===== src/rtl/spi_slave_rx.sv =====
// ---------------------------------------------------------------------------
// spi_slave_rx
//
// Purpose:
//   SPI slave that sends and receives one full-duplex frame of DATA_W bits,
//   LSB first, in any of the four SPI modes. The master's serial clock,
//   slave select and data are asynchronous to sys_clock. They pass through
//   two-flop synchronizers, and every SPI edge is found by oversampling the
//   synchronized copies on sys_clock. The sclk frequency must be at most
//   sys_clock/8.
//
// Parameters:
//   DATA_W         frame length in bits (default 18)
//
// Ports:
//   sys_clock      system clock; all logic runs on its rising edge
//   reset          synchronous, active-high reset
//   spi_mode[1:0]  bit1 = CPOL, bit0 = CPHA; latched at frame start
//   sclk           serial clock from the master (asynchronous)
//   ss_n           slave select, active-low (asynchronous)
//   mosi           serial data from the master, LSB first
//   miso           serial data to the master, LSB first; 1 when not sending
//   tx_data        response word for the next frame
//   tx_load        single-cycle strobe that captures tx_data while tx_ready
//   tx_ready       high only while idle, when tx_load is accepted
//   rx_data        last completely received word (all ones after reset)
//   rx_data_valid  one-cycle pulse when rx_data has just been updated
//   frame_err      (optional) one-cycle pulse when ss_n rises mid-frame
//   busy           high while a frame is in progress
//
// Configuration:
//   SPI_SLAVE_FRAME_ERR_EN  when defined, adds the frame_err output and the
//                           logic that drives it. All other behaviour is
//                           identical with or without it.
// ---------------------------------------------------------------------------
module spi_slave_rx #(
    parameter int DATA_W = 18
) (
    input  logic              sys_clock,
    input  logic              reset,
    input  logic [1:0]        spi_mode,
    input  logic              sclk,
    input  logic              ss_n,
    input  logic              mosi,
    output logic              miso,
    input  logic [DATA_W-1:0] tx_data,
    input  logic              tx_load,
    output logic              tx_ready,
    output logic [DATA_W-1:0] rx_data,
    output logic              rx_data_valid,
`ifdef SPI_SLAVE_FRAME_ERR_EN
    output logic              frame_err,
`endif
    output logic              busy
);

    localparam int CNT_W = $clog2(DATA_W + 1);
    localparam logic [CNT_W-1:0] LAST_BIT = CNT_W'(DATA_W - 1);

    typedef enum logic [1:0] {
        IDLE   = 2'd0,
        ACTIVE = 2'd1,
        DONE   = 2'd2
    } state_t;

    state_t state;
    state_t state_next;

    // -----------------------------------------------------------------------
    // Synchronizers and edge-detect history
    // -----------------------------------------------------------------------
    logic       sclk_meta;
    logic       sclk_sync;
    logic       sclk_prev;
    logic       ss_n_meta;
    logic       ss_n_sync;
    logic       ss_n_prev;
    logic       mosi_meta;
    logic       mosi_sync;
    logic [1:0] sync_vld;
    logic       ss_armed;

    // -----------------------------------------------------------------------
    // Frame datapath
    // -----------------------------------------------------------------------
    logic [1:0]        mode_r;
    logic [CNT_W-1:0]  bit_cnt;
    logic [DATA_W-1:0] tx_buf;
    logic [DATA_W-1:0] tx_shift;
    logic [DATA_W-1:0] tx_src;
    logic [DATA_W-1:0] rx_shift;
    logic [DATA_W-1:0] rx_next;

    // -----------------------------------------------------------------------
    // Decoded events
    // -----------------------------------------------------------------------
    logic sclk_rise;
    logic sclk_fall;
    logic ss_fall;
    logic ss_rise;
    logic lead_edge;
    logic trail_edge;
    logic sample_edge;
    logic drive_edge;
    logic last_sample;
    logic abort_frame;

    // The synchronizer reset values make the bus look idle: ss_n high, sclk
    // low. sync_vld records when the second stage holds a real pin sample
    // instead of its reset value. ss_armed is set only after a real sample of
    // ss_n is high. If ss_n is already low when reset is released, the
    // pipeline moving from its reset 1 to the pin's 0 therefore does not count
    // as a falling edge. A new frame needs a real high-to-low transition.
    always_ff @(posedge sys_clock) begin
        if (reset) begin
            sclk_meta <= 1'b0;
            sclk_sync <= 1'b0;
            sclk_prev <= 1'b0;
            ss_n_meta <= 1'b1;
            ss_n_sync <= 1'b1;
            ss_n_prev <= 1'b1;
            mosi_meta <= 1'b0;
            mosi_sync <= 1'b0;
            sync_vld  <= 2'b00;
            ss_armed  <= 1'b0;
        end else begin
            sclk_meta <= sclk;
            sclk_sync <= sclk_meta;
            sclk_prev <= sclk_sync;
            ss_n_meta <= ss_n;
            ss_n_sync <= ss_n_meta;
            ss_n_prev <= ss_n_sync;
            mosi_meta <= mosi;
            mosi_sync <= mosi_meta;
            sync_vld  <= {sync_vld[0], 1'b1};
            if (sync_vld[1] && ss_n_sync) begin
                ss_armed <= 1'b1;
            end
        end
    end

    // mosi and sclk go through synchronizers of the same depth. When an sclk
    // edge is detected, mosi_sync therefore still shows the data that was on
    // the pin at the raw edge.
    always_comb begin
        sclk_rise   = sclk_sync & ~sclk_prev;
        sclk_fall   = ~sclk_sync & sclk_prev;
        ss_fall     = ss_armed & ss_n_prev & ~ss_n_sync;
        ss_rise     = ~ss_n_prev & ss_n_sync;
        lead_edge   = mode_r[1] ? sclk_fall : sclk_rise;
        trail_edge  = mode_r[1] ? sclk_rise : sclk_fall;
        sample_edge = mode_r[0] ? trail_edge : lead_edge;
        drive_edge  = mode_r[0] ? lead_edge : trail_edge;
        last_sample = sample_edge && (bit_cnt == LAST_BIT);
        abort_frame = (state == ACTIVE) && ss_rise;
        rx_next     = {mosi_sync, rx_shift[DATA_W-1:1]};
        tx_src      = tx_load ? tx_data : tx_buf;
    end

    // FSM state register
    always_ff @(posedge sys_clock) begin
        if (reset) begin
            state <= IDLE;
        end else begin
            state <= state_next;
        end
    end

    // FSM next state. If ss_n rises in the same cycle as the final sample,
    // the abort wins. The master has already released the slave, so the word
    // is not treated as delivered.
    always_comb begin
        state_next = state;
        case (state)
            IDLE: begin
                if (ss_fall) begin
                    state_next = ACTIVE;
                end
            end
            ACTIVE: begin
                if (ss_rise) begin
                    state_next = IDLE;
                end else if (last_sample) begin
                    state_next = DONE;
                end
            end
            DONE: begin
                state_next = IDLE;
            end
            default: begin
                state_next = IDLE;
            end
        endcase
    end

    // Status outputs are decoded directly from the state. rx_data is written
    // on the edge that enters DONE, so the single DONE cycle is the cycle in
    // which rx_data already holds the new word.
    always_comb begin
        tx_ready      = (state == IDLE);
        busy          = (state != IDLE);
        rx_data_valid = (state == DONE);
    end

    // The tx buffer accepts a new word only while idle. It keeps that word
    // across frames, so every frame re-sends the last word loaded.
    always_ff @(posedge sys_clock) begin
        if (reset) begin
            tx_buf <= '1;
        end else if (tx_load && (state == IDLE)) begin
            tx_buf <= tx_data;
        end
    end

    // Frame datapath.
    // At frame start the mode is frozen and the tx word is copied into the
    // shifter. tx_src bypasses the buffer, so a tx_load in the same cycle as
    // the ss_n falling edge still goes out in this frame.
    // CPHA=0: bit0 goes on miso at once, and each trailing edge puts out the
    //         next bit.
    // CPHA=1: miso stays 1 until the first leading edge, and each leading
    //         edge puts out the next bit.
    // The tx shifter fills with ones from the top, so miso idles high once the
    // word has been sent.
    always_ff @(posedge sys_clock) begin
        if (reset) begin
            mode_r   <= 2'b00;
            bit_cnt  <= '0;
            tx_shift <= '1;
            rx_shift <= '1;
            rx_data  <= '1;
            miso     <= 1'b1;
        end else begin
            case (state)
                IDLE: begin
                    miso <= 1'b1;
                    if (ss_fall) begin
                        mode_r  <= spi_mode;
                        bit_cnt <= '0;
                        if (spi_mode[0]) begin
                            tx_shift <= tx_src;
                        end else begin
                            miso     <= tx_src[0];
                            tx_shift <= {1'b1, tx_src[DATA_W-1:1]};
                        end
                    end
                end
                ACTIVE: begin
                    if (ss_rise) begin
                        miso <= 1'b1;
                    end else begin
                        if (sample_edge) begin
                            rx_shift <= rx_next;
                            bit_cnt  <= bit_cnt + CNT_W'(1);
                        end
                        if (last_sample) begin
                            rx_data <= rx_next;
                            miso    <= 1'b1;
                        end else if (drive_edge) begin
                            miso     <= tx_shift[0];
                            tx_shift <= {1'b1, tx_shift[DATA_W-1:1]};
                        end
                    end
                end
                default: begin
                    miso <= 1'b1;
                end
            endcase
        end
    end

`ifdef SPI_SLAVE_FRAME_ERR_EN
    // One-cycle pulse for each frame that the master ends early.
    always_ff @(posedge sys_clock) begin
        if (reset) begin
            frame_err <= 1'b0;
        end else begin
            frame_err <= abort_frame;
        end
    end
`else
    // Without the error output, abort_frame only documents the abort
    // condition. The FSM decodes the abort itself.
    logic abort_unused;
    assign abort_unused = abort_frame;
`endif

endmodule


===== config.mk =====
export PLATFORM = sky130hd
export DESIGN_NAME = spi_slave_rx
export DESIGN_NICKNAME = d
export VERILOG_FILES = /design/src/rtl/spi_slave_rx.sv
export SDC_FILE = /design/constraint.sdc
export NUM_CORES = 1
export LEC_CHECK = 0
export CAP_MARGIN = 10
export CORE_MARGIN = 2
export CORE_UTILIZATION = 45
export DETAILED_ROUTE_END_ITERATION = 6
export PLACE_DENSITY_LB_ADDON = 0.3
export SLEW_MARGIN = 40
export SYNTH_ARGS = -nofsm -noshare
export SYNTH_HDL_FRONTEND = slang
export SYNTH_SLANG_ARGS = --single-unit
export TNS_END_PERCENT = 100

===== constraint.sdc =====
create_clock -name sys_clock -period 2.95 [get_ports sys_clock]
set_clock_uncertainty 0.2 [all_clocks]
set_input_delay 0.295 -clock sys_clock [delete_from_list [all_inputs] [get_ports sys_clock]]
set_output_delay 0.295 -clock sys_clock [all_outputs]
set_load 0.1 [all_outputs]

==> results list, run 1 <==
- Measured against the total synthesized area, the mux share comes to 0.108.
- Timing analysis after detailed placement gives a worst setup slack of about 0.44 ns.
* Largest family of logic cells by synthesized area: simple AND/OR/NAND/NOR gates
* Total setup violations reported at the end of the flow: 0
- Number of buffers inserted by hold repair at cts: 0
- In this run the static leakage power is between 1.5 and 2 nW.
- CTS max path bufs: 2
- Setup repair after global routing left no endpoint under its margin.
* Total of cells resized after clock tree synthesis: 0
* Worst hold endpoint: ss_n_sync
- Synthesized flop and latch total: roughly 90
- Of the total synthesized cell area, the portion taken by XOR and XNOR cells is 0.0114.
- First-pass detailed-route iteration total: 4
- Total negative slack: 0 ns
- Number of maximum-capacitance violations: 0
- By count the netlist is led by nand2_1, dfxtp_1, nand3_1.
* Sequential cell area in the final layout: 1840 sq um
- Of the total power, the share spent switching nets is 0.252.
* Adder-Cell Fraction of Synth Area: 0.00670
- Worst endpoint required time: between 2 and 3 ns
- Power per unit of standard cell area: 534 nW/um^2
- Seq/Total Area, Yosys: 0.493
- The complex-gate fraction of the synthesized area is 0.114.
- In the routed layout, each cell is associated on average with a via count of 5.24.
- The flow ran to the end, and the final reports show no timing, DRC or antenna violations.
- The critical path is of the reg -> reg type.
- Wire length after detailed routing: 7.63 mm
- After synthesis, the cell types taking the most area are dfxtp_1, mux2i_1, nand2_1.
- TritonCTS created 9 clock buffers.
- The smallest clock period supported by the final layout is computed as ~2.3 ns.
* Library cell contributing the largest single delay on the critical path: nor4bb_1
- For flop-to-flop paths, the worst setup slack is about 0.6 ns.
* First-pass GRT wire length: around 13 mm
* Uppermost layer routed: met4
- Counting cells, the worst reg-to-reg path comes to 5.
- After clock tree synthesis, the setup repair step added 0 buffers.
- CTS tree: done
- The signal on the critical path passes through nor4bb_1 -> a21oi_1 -> a21o_1 -> a211oi_1 -> o21ai_0.
- Via count of the first global-routing pass: 2759
* Worst flop-to-flop path startpoint: state[1]
* Fraction of layout cells with a size suffix above 1: 0.122
* Pins over their slew limit: 0
* IO Port Bufs: 47
- The total count of hold-check failures in the final report came to 0.
- Placeable core region: a little over 8000 sq um
* Internal Power: 1.77 mW
- Top-count cell post-synth: nand2_1
- P_sw: ~0.6 mW
* Remaining routing DRC violations: 0
- In this design, the stage delay of the slowest critical-path cell is ~0.5 ns.
- The number of antenna violations at the first check in global routing came to 0.
* Main synth FF type: dfxtp_1
- Clock share of power: 0.373
* Synthesized instance count: 426
* Vias: approximately 3000
* Detailed-routing wirelength on met1: between 3 and 4 mm
* Die width: about 95 um
* Remaining antenna violation count: 0
* Number of top-level pins: 48
- Initial core utilization: 0.459
- Sequential Power Share: 0.544
* CTS H-Tree Depth: 3
* Worst reg2reg path endpoint: tx_shift[2]
- Slew Limit Headroom: 0.484
- Averaged over all synthesized cells, the footprint is slightly below 9 sq um.
* Die height: around 95 um
- The die covers 9050 sq um.
* Critical Path AT: approximately 2.4 ns
* Register clock-pin slew on the reported worst setup and hold paths: about 0.090 ns
* Least setup slack across all paths after layout: approximately 0.60 ns
- Max Clk Rate: 0.426 GHz
- Fraction of power consumed by combinational cells: 0.083
* Buffer cell driving the clock tree root: clkbuf_8
* Fin nets: around 500
- For this run, asynchronously set or reset flops after synthesis account for 0.
- Of all nets on the critical path, the largest fanout is 17.
- Path category of the worst min-delay check: reg -> reg
- Largest net degree at the start of global routing: 37
- Diode insertion count for antenna repair: 0
- The initialized floorplan defines 33 standard-cell rows.
- The area growth from synthesis to layout is 18.4%.
- The share of synthesized area in the top cell type comes to 0.493.
* Worst hold start: ss_n_meta
- Hold timing on the final database bottoms out at a slack of ~0.22 ns.
- Actual slew at the worst max-slew pin: roughly 0.75 ns
- The later pin in the worst-skew pair is clocked with a latency of roughly 0.36 ns.
* Element type at the critical path start: flop
* Sink Count: between 90 and 100
- The netlist uses 35 different library cells.
* Net Count, Synth: about 450
- The worst setup path is captured at a flop.
- The mapped netlist covers 3740 sq um.
- Of the total synthesized cell area, the portion taken by AND, OR, NAND and NOR gates is 0.228.
* Half-perimeter wire length after placement: 5.07 mm
* Worst Hold Depth: 1
- Fill cells: roughly 750
* Area of combinational cells with multiple inputs: 1770 sq um
- For this run, the total global-route usage over all layers was measured as 0.179.
- Global routing finished with a remaining overflow of 0.
* Starting DRC count in detailed routing: approximately 130
- Peak supply drop: ~0.00025 V
* Wire length on met2: roughly 3.6 mm
- Biggest area consumer among synthesized cells: dfxtp_1
- Detailed route wirelength on metal3: ~340 um
- Routability-driven placement finished with a final weighted congestion of about 0.86.
- The synthesized design contains 0 enable-type register cells.
* Final Cycle Share: 0.796
- Wire length per cell: 13.3 um
* Yosys Warn Count: 0
cell usage in the layout (no fill, tap or decap), types with 2 or more instances in the layout:
cell,count
inv_1,2
nor2_2,2
dfxtp_1,92
inv_6,2
nand2_1,96
xnor2_1,2
clkbuf_8,9
o32ai_1,2
clkdlybuf4s50_1,25
mux2_2,3
buf_4,29
nor3_4,2
o21ai_0,19
nor2b_1,11
a21oi_1,6
or2_2,3
nand3_1,40
and2_1,2
clkinv_4,2
mux2i_1,37
nand2b_1,3
a211oi_1,20
nor2_1,27
o22ai_1,16
ha_1,2
per-layer routing:
layer | vias to the layer above | GRT usage
met1 | 1409 | 0.233
met4 | 0 | 0.0737
met5 | - | 0
li1 | 1540 | -
met3 | 9 | 0.0411
met2 | 49 | 0.286
flip-flops by register name, summed over array words and instances, names as in the netlist:
name and count:
mode_r 2, sclk_sync 1, ss_n_sync 1, sclk_prev 1, ss_armed 1, mosi_meta 1
sync_vld 2, tx_shift 18, rx_shift 17, sclk_meta 1, rx_data 18, mosi_sync 1
tx_buf 18, ss_n_meta 1, ss_n_prev 1, miso 1, state 2, bit_cnt 5
worst max-delay path by stage:
stage	startpoint	to	slack, ns	cells past startpoint
after floorplan	state[0]	state[1]	0.28	4
after global placement	tx_load	tx_shift[9]	0.48	6
after detailed placement	tx_load	tx_shift[13]	0.44	6
after CTS	state[1]	tx_shift[17]	0.62	5
after global routing	state[1]	tx_shift[11]	0.43	5
final	state[1]	tx_shift[2]	0.60	5
critical path: cells and delay by family (launching register included):
family	cells	cell delay, ns
DFF	1	0.36
and+or+nand+nor	1	0.50
AOI/OAI and AO/OA	4	1.15
layout make-up:
cell class                      instances  area share
Inverter                                3     0.00254
Timing Repair Buffer                   54       0.106
Multi-Input combinational cell        304       0.399
Clock buffer                            9      0.0280
Clock inverter                          7      0.0189
Tap cell                              105      0.0297
Sequential cell                        92       0.416
power by group through the flow:
stage | Clock (mW) | Sequential, mW | Combinational, mW
2_1_floorplan | 0 | 1.31 | 0.129
3_3_place_gp | 0 | 1.31 | 0.191
3_5_place_dp | 0 | 1.31 | 0.195
4_1_cts | 0.904 | 1.29 | 0.196
5_1_grt | 0.955 | 1.29 | 0.217
6_report | 0.881 | 1.29 | 0.197
kinds of logic after synthesis:
logic type / count (synthesis)
and+or+nand+nor: 191
DFF: 92
xor gates and xnor gates: 4
adders and majority gates: 2
AOI/OAI and AO/OA: 67
muxes: 40
buffers and inverters: 30
stage by stage:
stage	total power [mW]	cells	area, sq um	utilization
detailed placement	1.51	558	4210	0.518
global route	2.46	574	4430	0.544
floorplan	1.44	426	3740	-
finish	2.36	574	4430	0.544
CTS	2.39	574	4420	0.543
global placement	1.50	558	4200	0.517
Note: power is estimated with default switching activity, not from simulation.
==> run 2: changes to the inputs <==
Clock period 2.95 ns to 2.4 ns, I/O delays scaled along.
==> results list, run 2 (synthesis gave the netlist of run 1 again) <==
- Critical Path AT: 2.19 ns (-0.18 ns)
* Actual slew at the worst max-slew pin: 0.695 ns (-0.0577 ns)
* Wire length after detailed routing: 7.36 mm (-3.5%)
* Fill cells: 743 (-1.1%)
- The maximum vdd drop came to 0.000308 V (+24%).
- Total negative slack: 0 ns (unchanged)
* Fraction of layout cells with a size suffix above 1: 0.135 (+0.0132)
* Area of combinational cells with multiple inputs: 1770 sq um (about the same)
- The critical path required time came to 2.43 ns (-0.54 ns).
- Area overhead of the layout relative to synthesis: 20.0%
- The horizontal die dimension was 95.1 um (unchanged).
- Buffer cell driving the clock tree root: clkbuf_8
- The wire length of the first global-routing pass is 12.3 mm (-4.0%).
- Remaining antenna violation count: 0 (unchanged)
* Startpoint of the most critical setup path: state[0]
* Worst skew pair latency: 0.35 ns (about the same)
* Worst setup slack before clock tree synthesis: 0.169 ns (-0.269 ns)
- The number of antenna violations at the first check in global routing came to 0 (unchanged).
- Status: completed
- Max Clk Rate: 0.463 GHz (+8.7%)
- Largest net degree at the start of global routing: 37 (unchanged)
* GRT Resource Usage Total: 0.170 (-0.00872)
- Final weighted congestion in routability-driven placement: 0.790 (-7.9%)
- The initial core utilization was 0.459 (unchanged).
- The placed wire-length estimate after detailed placement is 5.00 mm (-1.5%).
- Worst hold start: ss_n_meta
- The library cell used most frequently in the layout, excluding fill and tap cells, is nand2_1.
- Number of maximum-capacitance violations: 0 (unchanged)
- The starting DRC count in detailed routing came to 82 (-36%).
- The total number of H-tree levels is 3 (unchanged).
* Final hold slack: 0.224 ns (-0.000945 ns)
- Die height: 95.1 um (unchanged)
- The worst register-to-register path begins at state[0].
- The relative slew slack came to 0.534 (+0.0500).
- The detailed-route vias per instance came to 5.22 (-0.41%).
- The maximum buffer depth of the clock tree was 2 (unchanged).
- Power per unit of standard cell area: 620 nW/um^2 (+16%)
- In the layout the commonest cells are nand2_1, dfxtp_1, nand3_1.
- Fin nets: 498 (+1.2%)
* Least setup slack across all paths after layout: 0.240 ns (-0.363 ns)
- The port buffer count was 47 (unchanged).
* Placeable core region: 8130 sq um (unchanged)
- Final Cycle Share: 0.900 (+0.104)
- CTS buffer count: 9 (unchanged)
- The first-pass iteration count of the detailed router was 4 (unchanged).
- Number of top-level pins: 48 (unchanged)
* Path category of the worst min-delay check: reg -> reg
- TritonCTS built the clock tree.
* Number of buffers inserted by hold repair at cts: 0 (unchanged)
- Element type at the critical path start: flop
- The antenna diode count came to 0 (unchanged).
- The largest registers in the layout are rx_data (18), tx_buf (18), tx_shift (18).
* Setup repair after global routing missed its margin: no
- Sequential cell area in the final layout: 1840 sq um (unchanged)
- Total placed cells including tap cells: 564 (+1.1%)
* Buffer count from post-CTS setup fixing: 0 (unchanged)
- The number of failing setup endpoints in the final timing report came to 0 (unchanged).
* CP max FO: 23 (+6)
- The number of cells in the finished layout apart from fillers came to 580 (+1.0%).
- The clock edge transition at the registers on the reported setup and hold paths is 0.09 ns (about the same).
* Final total power: 2.78 mW (+18%)
- Minimum clock period: 2.16 ns (-0.187 ns)
* Count of standard-cell rows: 33 (unchanged)
* Leakage power total: 1.92 nW (+1.9%)
- The DRC violation count after routing came to 0 (unchanged).
* Endpoint class of the critical path: flop
- Sink Count: 92 (unchanged)
* Setup CP Type: reg -> reg
- Via count of the first global-routing pass: 2696 (-2.3%)
* Total of cells resized after clock tree synthesis: 0 (unchanged)
* Hold Vio Cnt, Final: 0 (unchanged)
- Overall die area: 9050 sq um (unchanged)
- The overflow left after global routing was 0 (unchanged).
- Vias: 3026 (+0.63%)
- The final count of pins violating max slew was 0 (unchanged).
- Wire length per cell: 12.7 um (-4.5%)
run 2: worst paths after layout:
kind	to	slack, ns	depth (start not counted)
max	rx_shift[9]	0.24	6
min	ss_n_sync	0.22	1
max reg2reg	rx_shift[9]	0.24	6
min reg2reg	ss_n_sync	0.22	1
run 2: area by class of cell:
class / instances / share of cell area
clock buffers: 10 / 0.0307
clock inverters: 6 / 0.0106
inverters: 3 / 0.00251
multi-input cells: 304 / 0.394
flip-flops and latches: 92 / 0.411
well taps: 105 / 0.0293
repair buffers: 60 / 0.123
run 2: worst max-delay path, stage by stage, from the launching register on:
cell,delay [ns]
dfxtp_1,0.42
nor2b_1,0.24
buf_4,0.30
and2_1,0.23
nand2_1,0.36
nand2_1,0.19
nand3_1,0.09
run 2: where the power goes:
group / switching [mW] / leakage (nW) / total [mW] / internal [mW]
registers: 0.0169 / 0.750 / 1.58 / 1.56
clock network: 0.537 / 0.0933 / 0.951 / 0.414
logic: 0.130 / 1.08 / 0.254 / 0.124
total: 0.684 / 1.92 / 2.78 / 2.10
run 2: layer usage:
layer | track usage | wire, um | vias up
li1 | - | - | 1556
met1 | 0.235 | 3680 | 1415
met2 | 0.267 | 3330 | 46
met3 | 0.0285 | 234 | 9
met4 | 0.0652 | 116 | 0
met5 | 0 | 0 | -
run 2: per-stage QoR:
| step | utilization | cell area (sq um) |
|---|---|---|
| finish | 0.551 | 4490 |
| global route | 0.551 | 4490 |
| CTS | 0.551 | 4480 |
| detailed placement | 0.529 | 4300 |
| global placement | 0.527 | 4290 |
| floorplan | - | 3740 |
==> run 3: changes to the inputs <==
Settings changed: RECOVER_POWER set to 50.
==> results list, run 3 (synthesis gave the netlist of run 1 again) <==
- The final worst-path cycle share came to 0.931 (+0.0308).
* Number of maximum-capacitance violations: 0 (unchanged)
* Internal Power: 2.09 mW (-0.36%)
- Element type at the critical path start: primary input
* Half-perimeter wire length after placement: 5.00 mm (unchanged)
- The number of failing setup endpoints in the final timing report was 0 (unchanged).
- Starting DRC count in detailed routing: 103 (+26%)
* P_sw: 0.682 mW (-0.26%)
- The total power density per cell area was 635 nW/um^2 (+2.4%).
- The relative slew slack is 0.218 (-0.315).
* Number of antenna violations at the first check in global routing: 0 (unchanged)
* Worst setup slack before clock tree synthesis: 0.169 ns (unchanged)
- Critical Path Sink: tx_buf[14]
* Fraction of power consumed by combinational cells: 0.088 (-0.003)
- Die width: 95.1 um (unchanged)
- Number of buffers inserted by hold repair at cts: 0 (unchanged)
- Path category of the worst min-delay check: reg -> reg
- The aggregate global-route resource usage was 0.170 (unchanged).
- CTS tree: done
- Wire length per cell: 12.7 um (-0.33%)
- IO Port Bufs: 47 (unchanged)
- The number of global-route vias before repair is 2696 (unchanged).
- The overflow left after global routing was 0 (unchanged).
- The total number of clock tree sinks came to 92 (unchanged).
- The overall die area came to 9050 sq um (unchanged).
- Top library cells by usage in the layout, fill and taps aside: nand2_1, dfxtp_1, nand3_1
- The DRC violation count after routing is 0 (unchanged).
- Worst skew pair latency: 0.35 ns (about the same)
* Area overhead of the layout relative to synthesis: 16.8%
- The critical path is of the in -> reg type.
* First-pass GRT wire length: 12.3 mm (unchanged)
- Diode insertion count for antenna repair: 0 (unchanged)
- Setup repair after global routing missed its margin: no
* CP max FO: 19 (-17%)
* Wire length after detailed routing: 7.34 mm (-0.33%)
- The critical path arrival was 2.25 ns (+0.06 ns).
- The detailed-route vias per instance was 5.22 (+0.13%).
- The total via count after detailed routing came to 3030 (+0.13%).
- The critical path starts at tx_load.
* Peak supply drop: 0.000310 V (+0.53%)
* Hold Vio Cnt, Final: 0 (unchanged)
* CTS buffer count: 9 (unchanged)
- Worst endpoint required time: 2.42 ns (about the same)
* Worst reg2reg path endpoint: rx_data[16]
* Worst flop-to-flop path startpoint: mode_r[1]
* Clock share of power: 0.343 (about the same)
- The total number of H-tree levels is 3 (unchanged).
- Remaining antenna violation count: 0 (unchanged)
- The largest registers in the layout are rx_data (18), tx_buf (18), tx_shift (18).
- The total number of placement rows was 33 (unchanged).
* Minimum clock period: 2.23 ns (+0.0739 ns)
- The maximum buffer depth of the clock tree came to 2 (unchanged).
- Placeable core region: 8130 sq um (unchanged)
* Switching fraction of total power: 0.246 (about the same)
- The number of filler cells placed in the layout is 774 (+4.2%).
- The setup slack on the worst flop-to-flop path is 0.22 ns (-0.02 ns).
- The height of the die was 95.1 um (unchanged).
- Status: completed
* Pins over their slew limit: 0 (unchanged)
* Endpoint class of the critical path: flop
- The first-pass iteration count of the detailed router came to 5 (+1).
* Max Clk Rate: 0.448 GHz (-3.3%)
- Clock tree synthesis selected as its root buffer the cell clkbuf_8.
* Leakage power total: 1.85 nW (-3.7%)
* R2r worst-path depth: 5 (-1)
- The initial core utilization is 0.459 (unchanged).
- The actual slew at the worst max-slew pin came to 1.18 ns (+0.482 ns).
- The last weighted congestion value of the routability-driven placer is 0.790 (unchanged).
- The share of post-route cells with drive strength above 1 came to 0.0905 (-0.0442).
- The part of the total power dissipated in sequential elements was 0.569 (+0.002).
* Number of top-level pins: 48 (unchanged)
* Largest net degree at the start of global routing: 37 (unchanged)
* Total negative slack: 0 ns (unchanged)
* Register clock-pin slew on the reported worst setup and hold paths: 0.09 ns (about the same)
- The number of nets at the end of the flow came to 498 (unchanged).
- Most common library cell in the layout ignoring fill and taps: nand2_1
* Least setup slack across all paths after layout: 0.166 ns (-0.0739 ns)
run 3: cell count changes in the layout (fill, tap and decap cells not counted):
cell	delta
buf_4	-23
xor2_2	-1
and2_1	-1
dlygate4sd3_1	+2
clkbuf_2	+5
clkdlybuf4s50_1	-2
and2_0	+1
xor2_1	+1
buf_12	-2
clkbuf_1	+20
run 3: area by class of cell:
| cell class | count | area (sq um) | area share |
|---|---|---|---|
| Timing Repair Buffer | 60 | 438 | 0.100 |
| Inverter | 3 | 11.3 | 0.00258 |
| Multi-Input combinational cell | 304 | 1760 | 0.403 |
| Tap cell | 105 | 131 | 0.0301 |
| Clock inverter | 6 | 47.5 | 0.0109 |
| Clock buffer | 10 | 138 | 0.0315 |
| Sequential cell | 92 | 1840 | 0.422 |
run 3: critical path, cell delays in order:
cell and delay (ns):
dlygate4sd3_1 0.52, clkbuf_2 0.46, and2_0 0.20, clkbuf_2 0.50, mux2i_1 0.26, nand2_1 0.06
run 3: repair_timing:
| item | CTS | global route |
|---|---|---|
| endpoints found under the setup margin | 0 | 9 |
| buffers inserted | 0 | 0 |
| hold endpoints to repair | 0 | 0 |
| resized for setup | 0 | 1 |
run 3: worst min path at each step:
stage / from / to / slack, ns / cells after the start
2_1_floorplan: reset / mosi_meta / 0.11 / 1
3_3_place_gp: ss_n_meta / ss_n_sync / 0.20 / 1
3_5_place_dp: ss_n_meta / ss_n_sync / 0.20 / 1
4_1_cts: ss_n_meta / ss_n_sync / 0.23 / 1
5_1_grt: ss_n_meta / ss_n_sync / 0.24 / 1
6_report: ss_n_meta / ss_n_sync / 0.22 / 1
run 3: power by group through the flow:
stage | logic (mW) | registers, mW | clock network [mW]
floorplan | 0.158 | 1.61 | 0
global placement | 0.250 | 1.61 | 0
detailed placement | 0.254 | 1.61 | 0
CTS | 0.255 | 1.58 | 0.980
global route | 0.270 | 1.58 | 1.04
finish | 0.245 | 1.58 | 0.951
run 3: metal layers:
layer | vias up | track usage | routed length [um]
met4 | 0 | 0.0652 | 93
met3 | 7 | 0.0285 | 268
met2 | 51 | 0.267 | 3340
met1 | 1419 | 0.235 | 3630
li1 | 1553 | - | -
met5 | - | 0 | 0
run 3: stage by stage:
| stage | hold WS (ns) | instances | cell area, sq um | power [mW] | util |
|---|---|---|---|---|---|
| floorplan | 0.112 | 426 | 3740 | 1.77 | - |
| global placement | 0.201 | 564 | 4290 | 1.86 | 0.527 |
| detailed placement | 0.202 | 564 | 4300 | 1.87 | 0.529 |
| CTS | 0.228 | 580 | 4480 | 2.81 | 0.551 |
| global route | 0.242 | 580 | 4370 | 2.89 | 0.537 |
| finish | 0.224 | 580 | 4370 | 2.77 | 0.537 |
